==> config.mk <==
export PLATFORM = sky130hd
export DESIGN_NAME = fetch_queue
export DESIGN_NICKNAME = d
export VERILOG_FILES = /design/src/rtl/fetch_queue.sv
export SDC_FILE = /design/constraint.sdc
export NUM_CORES = 1
export LEC_CHECK = 0
export CAP_MARGIN = 0
export CORE_MARGIN = 2
export CORE_UTILIZATION = 55
export CTS_CLUSTER_DIAMETER = 30
export DETAILED_ROUTE_END_ITERATION = 10
export PLACE_DENSITY = 0.79
export SLEW_MARGIN = 25
export SYNTH_ARGS = -nofsm -noshare
export SYNTH_HDL_FRONTEND = slang
export SYNTH_SLANG_ARGS = --single-unit
==> constraint.sdc <==
create_clock -name clk -period 6.3 [get_ports clk]
set_input_delay 1.89 -clock clk [delete_from_list [all_inputs] [get_ports clk]]
set_output_delay 1.89 -clock clk [all_outputs]
set_load 0.02 [all_outputs]
==> src/rtl/fetch_queue.sv <==
// Instruction prefetch queue between instruction memory and IF/ID.
// Owns the fetch PC, buffers {pc, instr} pairs, flushes on redirect.
module fetch_queue #(
  parameter int          DEPTH    = 4,
  parameter logic [15:0] RESET_PC = 16'h0000,
  parameter int          CW       = $clog2(DEPTH) + 1
) (
  input  logic          clk,
  input  logic          rst,
  output logic [15:0]   im_addr,
  output logic          im_rd_en,
  input  logic [15:0]   im_data,
  input  logic          stall,
  input  logic          redirect,
  input  logic [15:0]   redirect_pc,
  output logic          id_valid,
  output logic [15:0]   id_instr,
  output logic [15:0]   id_pc,
  output logic [CW-1:0] level
);

  localparam int AW = $clog2(DEPTH);

  logic [15:0]   fetch_pc;
  logic [15:0]   inflight_pc;
  logic          inflight;
  logic [AW-1:0] rd_ptr;
  logic [AW-1:0] wr_ptr;
  logic [CW-1:0] count;
  logic [15:0]   buf_pc    [DEPTH];
  logic [15:0]   buf_instr [DEPTH];

  logic          push;
  logic          pop;
  logic          issue;
  logic [CW:0]   occ;

  assign id_valid = (count != '0);
  assign pop      = id_valid & ~stall & ~redirect;
  assign push     = inflight & ~redirect;

  // The in-flight read already owns a slot, so it counts as occupied.
  assign occ   = {1'b0, count} + (CW+1)'(inflight) - (CW+1)'(pop);
  assign issue = ~rst & ~redirect & (occ < (CW+1)'(DEPTH));

  assign im_rd_en = issue;
  assign im_addr  = fetch_pc;
  assign level    = count;
  assign id_pc    = id_valid ? buf_pc[rd_ptr]    : 16'h0000;
  assign id_instr = id_valid ? buf_instr[rd_ptr] : 16'h0000;

  always_ff @(posedge clk or posedge rst) begin
    if (rst) begin
      fetch_pc    <= RESET_PC;
      inflight    <= 1'b0;
      inflight_pc <= 16'h0000;
      rd_ptr      <= '0;
      wr_ptr      <= '0;
      count       <= '0;
    end else if (redirect) begin
      count    <= '0;
      rd_ptr   <= wr_ptr;
      inflight <= 1'b0;
      fetch_pc <= redirect_pc;
    end else begin
      inflight <= issue;
      if (issue) begin
        fetch_pc    <= fetch_pc + 16'd1;
        inflight_pc <= fetch_pc;
      end
      if (push) wr_ptr <= wr_ptr + 1'b1;
      if (pop)  rd_ptr <= rd_ptr + 1'b1;
      case ({push, pop})
        2'b10:   count <= count + 1'b1;
        2'b01:   count <= count - 1'b1;
        default: count <= count;
      endcase
    end
  end

  always_ff @(posedge clk) begin
    if (push) begin
      buf_pc[wr_ptr]    <= inflight_pc;
      buf_instr[wr_ptr] <= im_data;
    end
  end

  a_no_overflow: assert property (
    @(posedge clk) disable iff (rst)
    !(push && !pop && count == CW'(DEPTH))
  );

endmodule

After elaboration in Yosys (flattened, before gate mapping)
Memories as Yosys holds them, arrays and structs flattened.
Cells that the tools add are included.
{ "word_totals": {"register_bits": 40, "mem_bits_rw": 128, "output_inout_bits": 53, "elab_cells": 43, "n_memories": 2} }
{ "memory_table": {"columns": ["memory", "depth", "width", "read_ports", "rd_clocked_by_memory_dff", "wr", "line", "source"], "rows": [
  ["buf_instr", 4, 16, 1, 0, 1, "31", "logic [15:0] buf_instr [DEPTH];"],
  ["buf_pc", 4, 16, 1, 0, 1, "30", "logic [15:0] buf_pc [DEPTH];"]
]} }
{ "classes": {"addsub": 7, "n_lt_le_gt_ge": 1, "eq_ne": 2, "mux": 11, "n_bitwise": 8, "reduce_logical": 6} }
{ "ops": {"columns": ["op", "count"], "rows": [
  ["$mux W16", 4],
  ["$add A16 B1 Y16 const B", 1],
  ["$pmux W3 S2", 1],
  ["$reduce_bool A3 Y1", 2],
  ["$and A1 B1 Y1", 5],
  ["$add A2 B1 Y2 const B", 2],
  ["$add A3 B1 Y4", 1],
  ["$lt A4 B3 Y1 const B", 1],
  ["$mux W2", 2],
  ["$reduce_and A2 Y1", 2],
  ["$reduce_bool A2 Y1", 2],
  ["$sub A4 B1 Y4", 1],
  ["$add A3 B1 Y3 const B", 1],
  ["$mux W1", 3],
  ["$mux W3", 1],
  ["$not A1 Y1", 3],
  ["$sub A3 B1 Y3 const B", 1],
  ["$eq A2 B1 Y1 const B", 1],
  ["$eq A2 B2 Y1 const B", 1]
]} }

Depth between registers and ports, before layout
Gate-level depths: netlist of run 1.
{ "logic_depth": {"word_depth": 8, "mapped_depth": 14, "mapped_depth_nobuf": 10} }

Least setup slack after synthesis of run 1
OpenSTA, ideal clock, no wires.
{ "synth_timing": {"path_kind": "input to output", "start": "input redirect", "end": "output im_rd_en", "arrival_time_ns": 4.474, "t_required_ns": 4.410, "setup_slack_ns": -0.064, "cell_stages": 11, "n_path_buf": 3, "path_cell_list": "clkbuf_1 clkbuf_1 clkbuf_1 nor3_1 ha_1 inv_1 ha_1 and3b_1 or4_4 a21oi_2 nor2b_1"} }
{ "synth_via": {"elab_chain_len": 5, "elab_cells_between_ends": 6, "cone_classes": "1 x add/sub; 1 x order compare; 4 x bitwise"} }
{ "synth_rtl": {"columns": ["element", "line", "source"], "rows": [
  ["from (decl)", "14", "input logic redirect,"],
  ["$not A1 Y1 (no source line) *", null, null],
  ["$and A1 B1 Y1", "39", "assign pop = id_valid & ~stall & ~redirect;"],
  ["$sub A4 B1 Y4", "43", "assign occ = {1'b0, count} + (CW+1)'(inflight) - (CW+1)'(pop);"],
  ["$lt A4 B3 Y1", "44", "assign issue = ~rst & ~redirect & (occ < (CW+1)'(DEPTH));"],
  ["$and A1 B1 Y1 *", "44", null],
  ["to (decl)", "11", "output logic im_rd_en,"]
]} }
Mark *: on every way between the ends. The rest lies on a longest branch, timed or not.

Worst setup path after layout of run 1
{ "layout_timing": {"start": "input stall", "end": "output im_rd_en"} }
{ "layout_via": {"elab_chain_len": 6} }
{ "layout_rtl": {"columns": ["element", "line", "source"], "rows": [
  ["from (decl)", "13", "input logic stall,"],
  ["$not A1 Y1", "39", null],
  ["$and A1 B1 Y1 (2 in series)", "39", null],
  ["$sub A4 B1 Y4", "43", null],
  ["$lt A4 B3 Y1", "44", null],
  ["$and A1 B1 Y1", "44", null]
]} }
Every way passes these cells.

==> reports/metrics.cfg, run 1 <==
[outcome]
outcome = finished, final reports clean

[cells_and_area]
antennaDiodeCount = 0
drive_gt1_frac = 0.199
area_delta_synth_final_pct = 23.9
fin_nets = 544

[placed_design]
dpl_worst_slack_ns = -0.169
port_buffers = 88
dp_hpwl_mm = 8.21
gp_congestion = 0.791

[timing]
maxSlewViolCount = 0
final.setup_skew_ns = 0.00791
period_minus_slack_ns = 6.05
min_period_over_period = 0.961
worst_pin_slew_ns = 0.934
rsz0062_at_grt = no
setup_viol = 0
timing.fmax_ghz = 0.165
layout_setup_ws_ns = 0.247
report.final.hold_viol_count = 0
setup_tns_ns = 0
maxSlewHeadroom = 0.377

[synth]
synth_area_leader_cell = edfxtp_1
synth_area_mm2 = 0.00699
yosys_register_bits = 168
yosysMostFrequentCell = edfxtp_1
synth-seq-area-share = 0.693
synth-edff-count = 128
synth_cell_types = 37
synth_ff_type = edfxtp_1
syn_nets = 450
yosys.area.top_type_share = 0.550
synthCells = 405
synth.area.top_cells = edfxtp_1 55%, dfrtp_1 14%, mux4_2 10%, nor2b_1 3.2%, mux2_4 1.9%
synth_common_cells = 128 x edfxtp_1, 40 x dfrtp_1, 36 x nor2b_1, 32 x mux4_2, 21 x nand2_1
async_flop_share = 0.238
yosysWarnings = 0
syn_area_per_cell_um2 = 17.3

[floorplan]
core_mm2 = 0.0125
die_area_mm2 = 0.0136
placement_rows = 41
initial_core_util = 0.559
die_w_um = 117
io-pin-count = 89
die_y_um = 117

[setup_path]
worstPathCellList = clkdlybuf4s50_1 -> nor3_1 -> ha_1 -> inv_1 -> ha_1 -> and3b_1 -> or4_4 -> a21oi_2 -> nor2b_2 -> clkbuf_2
start_kind = input port
arrival_ns = 4.16
crit_top_cell = ha_1
endpoint_kind = primary output
cpPeakStageDelay_ns = 0.50
worstSetupPathType = input port to primary output
cp.required_ns = 4.41
critPathLaunch = stall
r2r_start = level[0]
slowest_stage = or4_4
path_max_fanout = 2
r2r_slack_ns = 2.82

[cts]
clk_latency_ns = 0.42
cts_tree = built
clk_pin_slew_worst_paths_ns = 0.06
h-tree-depth = 4
cts_buffer_depth = 2
cts_root_buf = clkbuf_16
clock-sinks = 168
cts_made_buffers = 17
holdBufCountCts = 0

[power_and_ir_drop]
p_sw_mw = 1.32
seq_power_share = 0.390
combPwrFrac = 0.353
p_sw_frac = 0.319
power.density_mw_per_mm2 = 479
p_int_mw = 2.82
power_frac_clock = 0.256
p_leak_nw = 3.00
vdd_drop_max_mv = 0.415
p_total_mw = 4.15

[drt]
routed_wl_mm = 13.6
drtPass1Iterations = 4
viasPerCell = 5.61
wl_per_cell_um = 19.9
postRouteAntennaNets = 0
drc_errors = 0
drt_iter0_drc = 208
dr_total_vias = 3835

[worst_hold_path]
min_from = inflight_pc[8]
min_path_type = flop to flop

[global_route]
overflow = 0
grt_pass1_wl_mm = 21.4
grt_antenna_before_repair = 0
grt_util_all_layers = 0.218
grt_max_degree = 44
grt_pass1_vias = 4082

[job]
maxCapViolations = 0

-- cells by family after synthesis --
kind of cell / share of synthesized area
xor gates and xnor gates: 0.0238
buffers and inverters: 0.0218
adders and majority gates: 0.0172
muxes: 0.146
AOI/OAI and AO/OA: 0.0279
and+or+nand+nor: 0.0705
DFF: 0.693
-- repair_timing --
action	4_1_cts	5_1_grt
cloned	0	0
setup buffers	0	0
gates resized for setup	1	2
setup endpoints to repair	1	1
-- final timing paths --
check,endpoint,depth (start not counted)
worst max-delay path,im_rd_en,10
worst min-delay path,buf_pc[3][8],0
worst max register to register,inflight_pc[6],11
min in group asynchronous,wr_ptr[0],3
worst min register to register,buf_pc[3][8],0
max in group asynchronous,rd_ptr[0],3
-- cell usage in the layout (no fill, tap or decap), types with 6 or more instances in the layout --
cell type        instances
clkbuf_16               17
mux2_2                  12
a211oi_1                 6
nand2_1                 21
clkdlybuf4s50_1         87
inv_1                   11
xnor2_1                 14
mux2_4                   9
buf_4                    9
nor2b_1                 35
nor2_1                   6
mux4_2                  32
o21ai_0                 14
ha_1                     8
dfrtp_1                 39
edfxtp_1               128
-- critical path: cells and delay by family --
| kind | cells | cell delay (ns) |
|---|---|---|
| AOI/OAI and AO/OA | 1 | 0.16 |
| adders and majority gates | 2 | 0.44 |
| and+or+nand+nor | 4 | 1.03 |
| buffers and inverters | 3 | 0.66 |
-- registers in the layout (all words and copies together) (netlist names) --
name / flops
inflight: 1
rd_ptr: 2
wr_ptr: 2
buf_instr: 64
im_addr: 16
inflight_pc: 16
buf_pc: 64
level: 3
-- power groups by stage --
stage	Sequential, mW	Clock, mW	Combinational [mW]
after floorplan	1.56	0	0.966
after CTS	1.62	1.07	1.48
after detailed placement	1.64	0	1.48
after global routing	1.65	1.12	1.57
after global placement	1.62	0	1.45
final	1.62	1.06	1.47
-- metrics by stage --
stage / util / instance area, um^2 / instances / hold slack, ns
2_1_floorplan: - / 7000 / 405 / 0.472
3_3_place_gp: 0.644 / 8060 / 652 / 0.485
3_5_place_dp: 0.644 / 8060 / 652 / 0.501
4_1_cts: 0.693 / 8670 / 684 / 0.515
5_1_grt: 0.692 / 8660 / 684 / 0.531
6_report: 0.692 / 8660 / 684 / 0.517
-- final cells by class --
class | instances | area (um^2)
Clock buffer | 18 | 429
Clock inverter | 14 | 181
Fill cell | 847 | 3850
Inverter | 11 | 41.3
Multi-Input combinational cell | 204 | 2010
Sequential cell | 168 | 4850
Tap cell | 172 | 215
Timing Repair Buffer | 97 | 943
-- layer usage --
metal  share of wire  track usage  vias to the layer above
met5               0            0                        -
met3           0.047       0.0451                       29
met2            0.51        0.354                      118
li1                -            -                     1729
met1            0.42        0.283                     1959
met4           0.026        0.107                        0
No activity file was read; power rests on OpenSTA's default activity.
==> inputs of run 2 (changes only) <==
--- a/config.mk
+++ b/config.mk
@@ -5,7 +5,7 @@
 export SDC_FILE = /design/constraint.sdc
 export NUM_CORES = 1
 export LEC_CHECK = 0
-export CAP_MARGIN = 0
+export ABC_AREA = 1
 export CORE_MARGIN = 2
 export CORE_UTILIZATION = 55
 export CTS_CLUSTER_DIAMETER = 30
==> run 2 against run 1 <==
  * Clock-buffer cell count unchanged
  * Sequential share of layout area down 2.1 points
  * Register-to-register slack better by 0.81 ns
  * Largest cell class unchanged
  * Worst hold slack better by 0.0084 ns
  * Synthesized cell count up 75%
  * Clock power down 6%
  * Non-clock buffer count up 1
  * Sequential power down 13%
  * Area after synthesis up 5.3%
==> reports/metrics.cfg, run 2 <==
[outcome]
outcome = finished, final reports clean

[synth]
yosysWarnings = 0  ; unchanged
synth_area_mm2 = 0.00737  ; +5.3%
synth-edff-count = 128  ; unchanged
synth_ff_type = edfxtp_1
syn_area_per_cell_um2 = 10.4  ; -40%
async_flop_share = 0.238  ; unchanged
syn_nets = 753  ; +67%
synth_cell_types = 30  ; -19%
synthCells = 708  ; +75%
synth.area.top_cells = edfxtp_1 52%, dfrtp_1 14%, nor2_1 7.7%, nand2_1 6.0%, o21ai_0 5.6%
yosysMostFrequentCell = nor2_1
synth-seq-area-share = 0.658  ; -0.0352
synth_common_cells = 151 x nor2_1, 128 x edfxtp_1, 118 x nand2_1, 82 x o21ai_0, 40 x dfrtp_1
yosys.area.top_type_share = 0.522  ; -0.0279
synth_area_leader_cell = edfxtp_1
yosys_register_bits = 168  ; unchanged

[setup_path]
cpPeakStageDelay_ns = 0.60  ; +0.10 ns
crit_top_cell = nand2_1
cp.buffers_inverters = 5  ; +2
cp_top_family = buffers and inverters
path_max_fanout = 4  ; +2
worstSetupPathType = input port to primary output
start_kind = input port
cp.required_ns = 4.41  ; about the same
endpoint_kind = primary output
critPathLaunch = redirect
slowest_stage = clkdlybuf4s50_1
worstPathCellList = clkdlybuf4s50_1 -> inv_2 -> nand3_1 -> inv_1 -> ha_1 -> inv_1 -> ha_1 -> nand3_1 -> nand2_1 -> nand2_1 -> nand2_1 -> nor2_1 -> clkdlybuf4s50_1
r2r_slack_ns = 3.63  ; +0.81 ns
r2r_start = level[1]
arrival_ns = 4.16  ; about the same

[global_route]
grt_max_degree = 68  ; +55%
grt_util_all_layers = 0.242  ; +0.0240
grt_antenna_before_repair = 0  ; unchanged
grt_pass1_vias = 5462  ; +34%
grt_pass1_wl_mm = 26.8  ; +25%
overflow = 0  ; unchanged

[placed_design]
dpl_worst_slack_ns = 0.269  ; +0.437 ns
gp_congestion = 0.873  ; +10%
port_buffers = 88  ; unchanged
numPlacedInstances = 946  ; +45%
dp_hpwl_mm = 9.90  ; +21%
place_area_mm2 = 0.00838  ; +4.0%

[cells_and_area]
final_cells = 980  ; +43%
antennaDiodeCount = 0  ; unchanged
mostFrequentLayoutCells = 147 x nor2_1, 128 x edfxtp_1, 118 x nand2_1
area_delta_synth_final_pct = 22.2
final_area_mm2 = 0.00900  ; +3.9%
layout_commonest_cell = nor2_1
fin_nets = 836  ; +54%
utilization = 0.685  ; -0.00699
reg_top3 = buf_instr (64), buf_pc (64)
drive_gt1_frac = 0.0908  ; -0.108

[timing]
report.final.hold_viol_count = 0  ; unchanged
layout_setup_ws_ns = 0.245  ; -0.00144 ns
final.setup_skew_ns = 0.00864  ; +0.000733 ns
hold_slack_ns = 0.525  ; +0.00835 ns
setup_tns_ns = 0  ; unchanged
maxSlewViolCount = 0  ; unchanged
period_minus_slack_ns = 6.05  ; +0.00144 ns
setup_viol = 0  ; unchanged
timing.fmax_ghz = 0.165  ; about the same
maxSlewHeadroom = 0.320  ; -0.0567
worst_pin_slew_ns = 1.02  ; +0.0826 ns
min_period_over_period = 0.961  ; about the same
rsz0062_at_grt = no

[cts]
cts_tree = built
post-cts-setup-buffers = 0  ; unchanged
clock-sinks = 168  ; unchanged
cts_buffer_depth = 2  ; unchanged
holdBufCountCts = 0  ; unchanged
cts_made_buffers = 17  ; unchanged
cts_resized = 0  ; -1
h-tree-depth = 4  ; unchanged
clk_latency_ns = 0.42  ; about the same
cts_root_buf = clkbuf_16
clk_pin_slew_worst_paths_ns = 0.07  ; about the same

[power_and_ir_drop]
seq_power_share = 0.441  ; +0.051
combPwrFrac = 0.248  ; -0.105
p_leak_nw = 3.42  ; +14%
power_frac_clock = 0.311  ; +0.055
power.density_mw_per_mm2 = 355  ; -26%
p_sw_mw = 1.05  ; -21%
p_int_mw = 2.15  ; -24%
vdd_drop_max_mv = 0.210  ; -49%
p_total_mw = 3.19  ; -23%
p_sw_frac = 0.328  ; +0.00839

[drt]
dr_total_vias = 5478  ; +43%
drtPass1Iterations = 5  ; +1
drc_errors = 0  ; unchanged
routed_wl_mm = 16.6  ; +22%
postRouteAntennaNets = 0  ; unchanged
viasPerCell = 5.59  ; -0.30%
wl_per_cell_um = 16.9  ; -15%
drt_iter0_drc = 494  ; +140%

[floorplan]
die_w_um = 120  ; +2.5%
placement_rows = 42  ; +2.4%
die_area_mm2 = 0.0143  ; +5.2%
initial_core_util = 0.561  ; +0.00209
die_y_um = 120  ; +2.5%
io-pin-count = 89  ; unchanged
core_mm2 = 0.0131  ; +5.0%

[worst_hold_path]
min_from = inflight_pc[15]
min_path_type = flop to flop

[job]
maxCapViolations = 0  ; unchanged

[run 2: cell count changes after synthesis, sizes merged, moves of 12 or more]
cell / delta
nor2b: -36
mux4: -32
xnor2: -12
buf: +14
inv: +29
a21oi: +29
nand3: +29
nand2: +100
nor2: +148
o21ai: +82
mux2: -21
[run 2: path summary, 6_finish.rpt]
kind / to / depth (start not counted)
setup / recovery: im_rd_en / 13
hold / removal: buf_pc[2][15] / 0
setup reg to reg: im_addr[8] / 16
hold reg to reg: buf_pc[2][15] / 0
max in group asynchronous: rd_ptr[0] / 3
min in group asynchronous: im_addr[14] / 3
[run 2: area by class of cell]
| type | instances | area, um^2 |
|---|---|---|
| clock buffer | 18 | 429 |
| clock inverter | 14 | 143 |
| fill | 931 | 4140 |
| inverter | 41 | 154 |
| multi-input combinational | 465 | 2220 |
| sequential | 168 | 4850 |
| tap | 176 | 220 |
| timing repair buffer | 98 | 988 |
[run 2: power by group through the flow]
stage / clock network (mW) / logic [mW] / registers [mW]
global route: 1.05 / 0.894 / 1.42
global placement: 0 / 0.742 / 1.42
finish: 0.994 / 0.793 / 1.41
CTS: 0.997 / 0.787 / 1.41
floorplan: 0 / 0.508 / 1.41
detailed placement: 0 / 0.776 / 1.43
[run 2: cells by family (layout without fill, tap and decap cells)]
kind of cell / Yosys count / after routing / share of synthesized area
compound gates: 133 / 133 / 0.0946
xor+xnor: 4 / 4 / 0.00476
fa+ha+maj: 9 / 9 / 0.0163
buf+inv: 75 / 171 / 0.0448
flops: 168 / 168 / 0.658
simple gates: 319 / 319 / 0.182
[run 2: metal layers]
layer,vias to the layer above,GRT usage,routed length (um)
met5,-,0,0
met4,0,0.0882,252
met3,26,0.0480,1070
met2,238,0.407,8420
met1,2645,0.313,6830
li1,2569,-,-
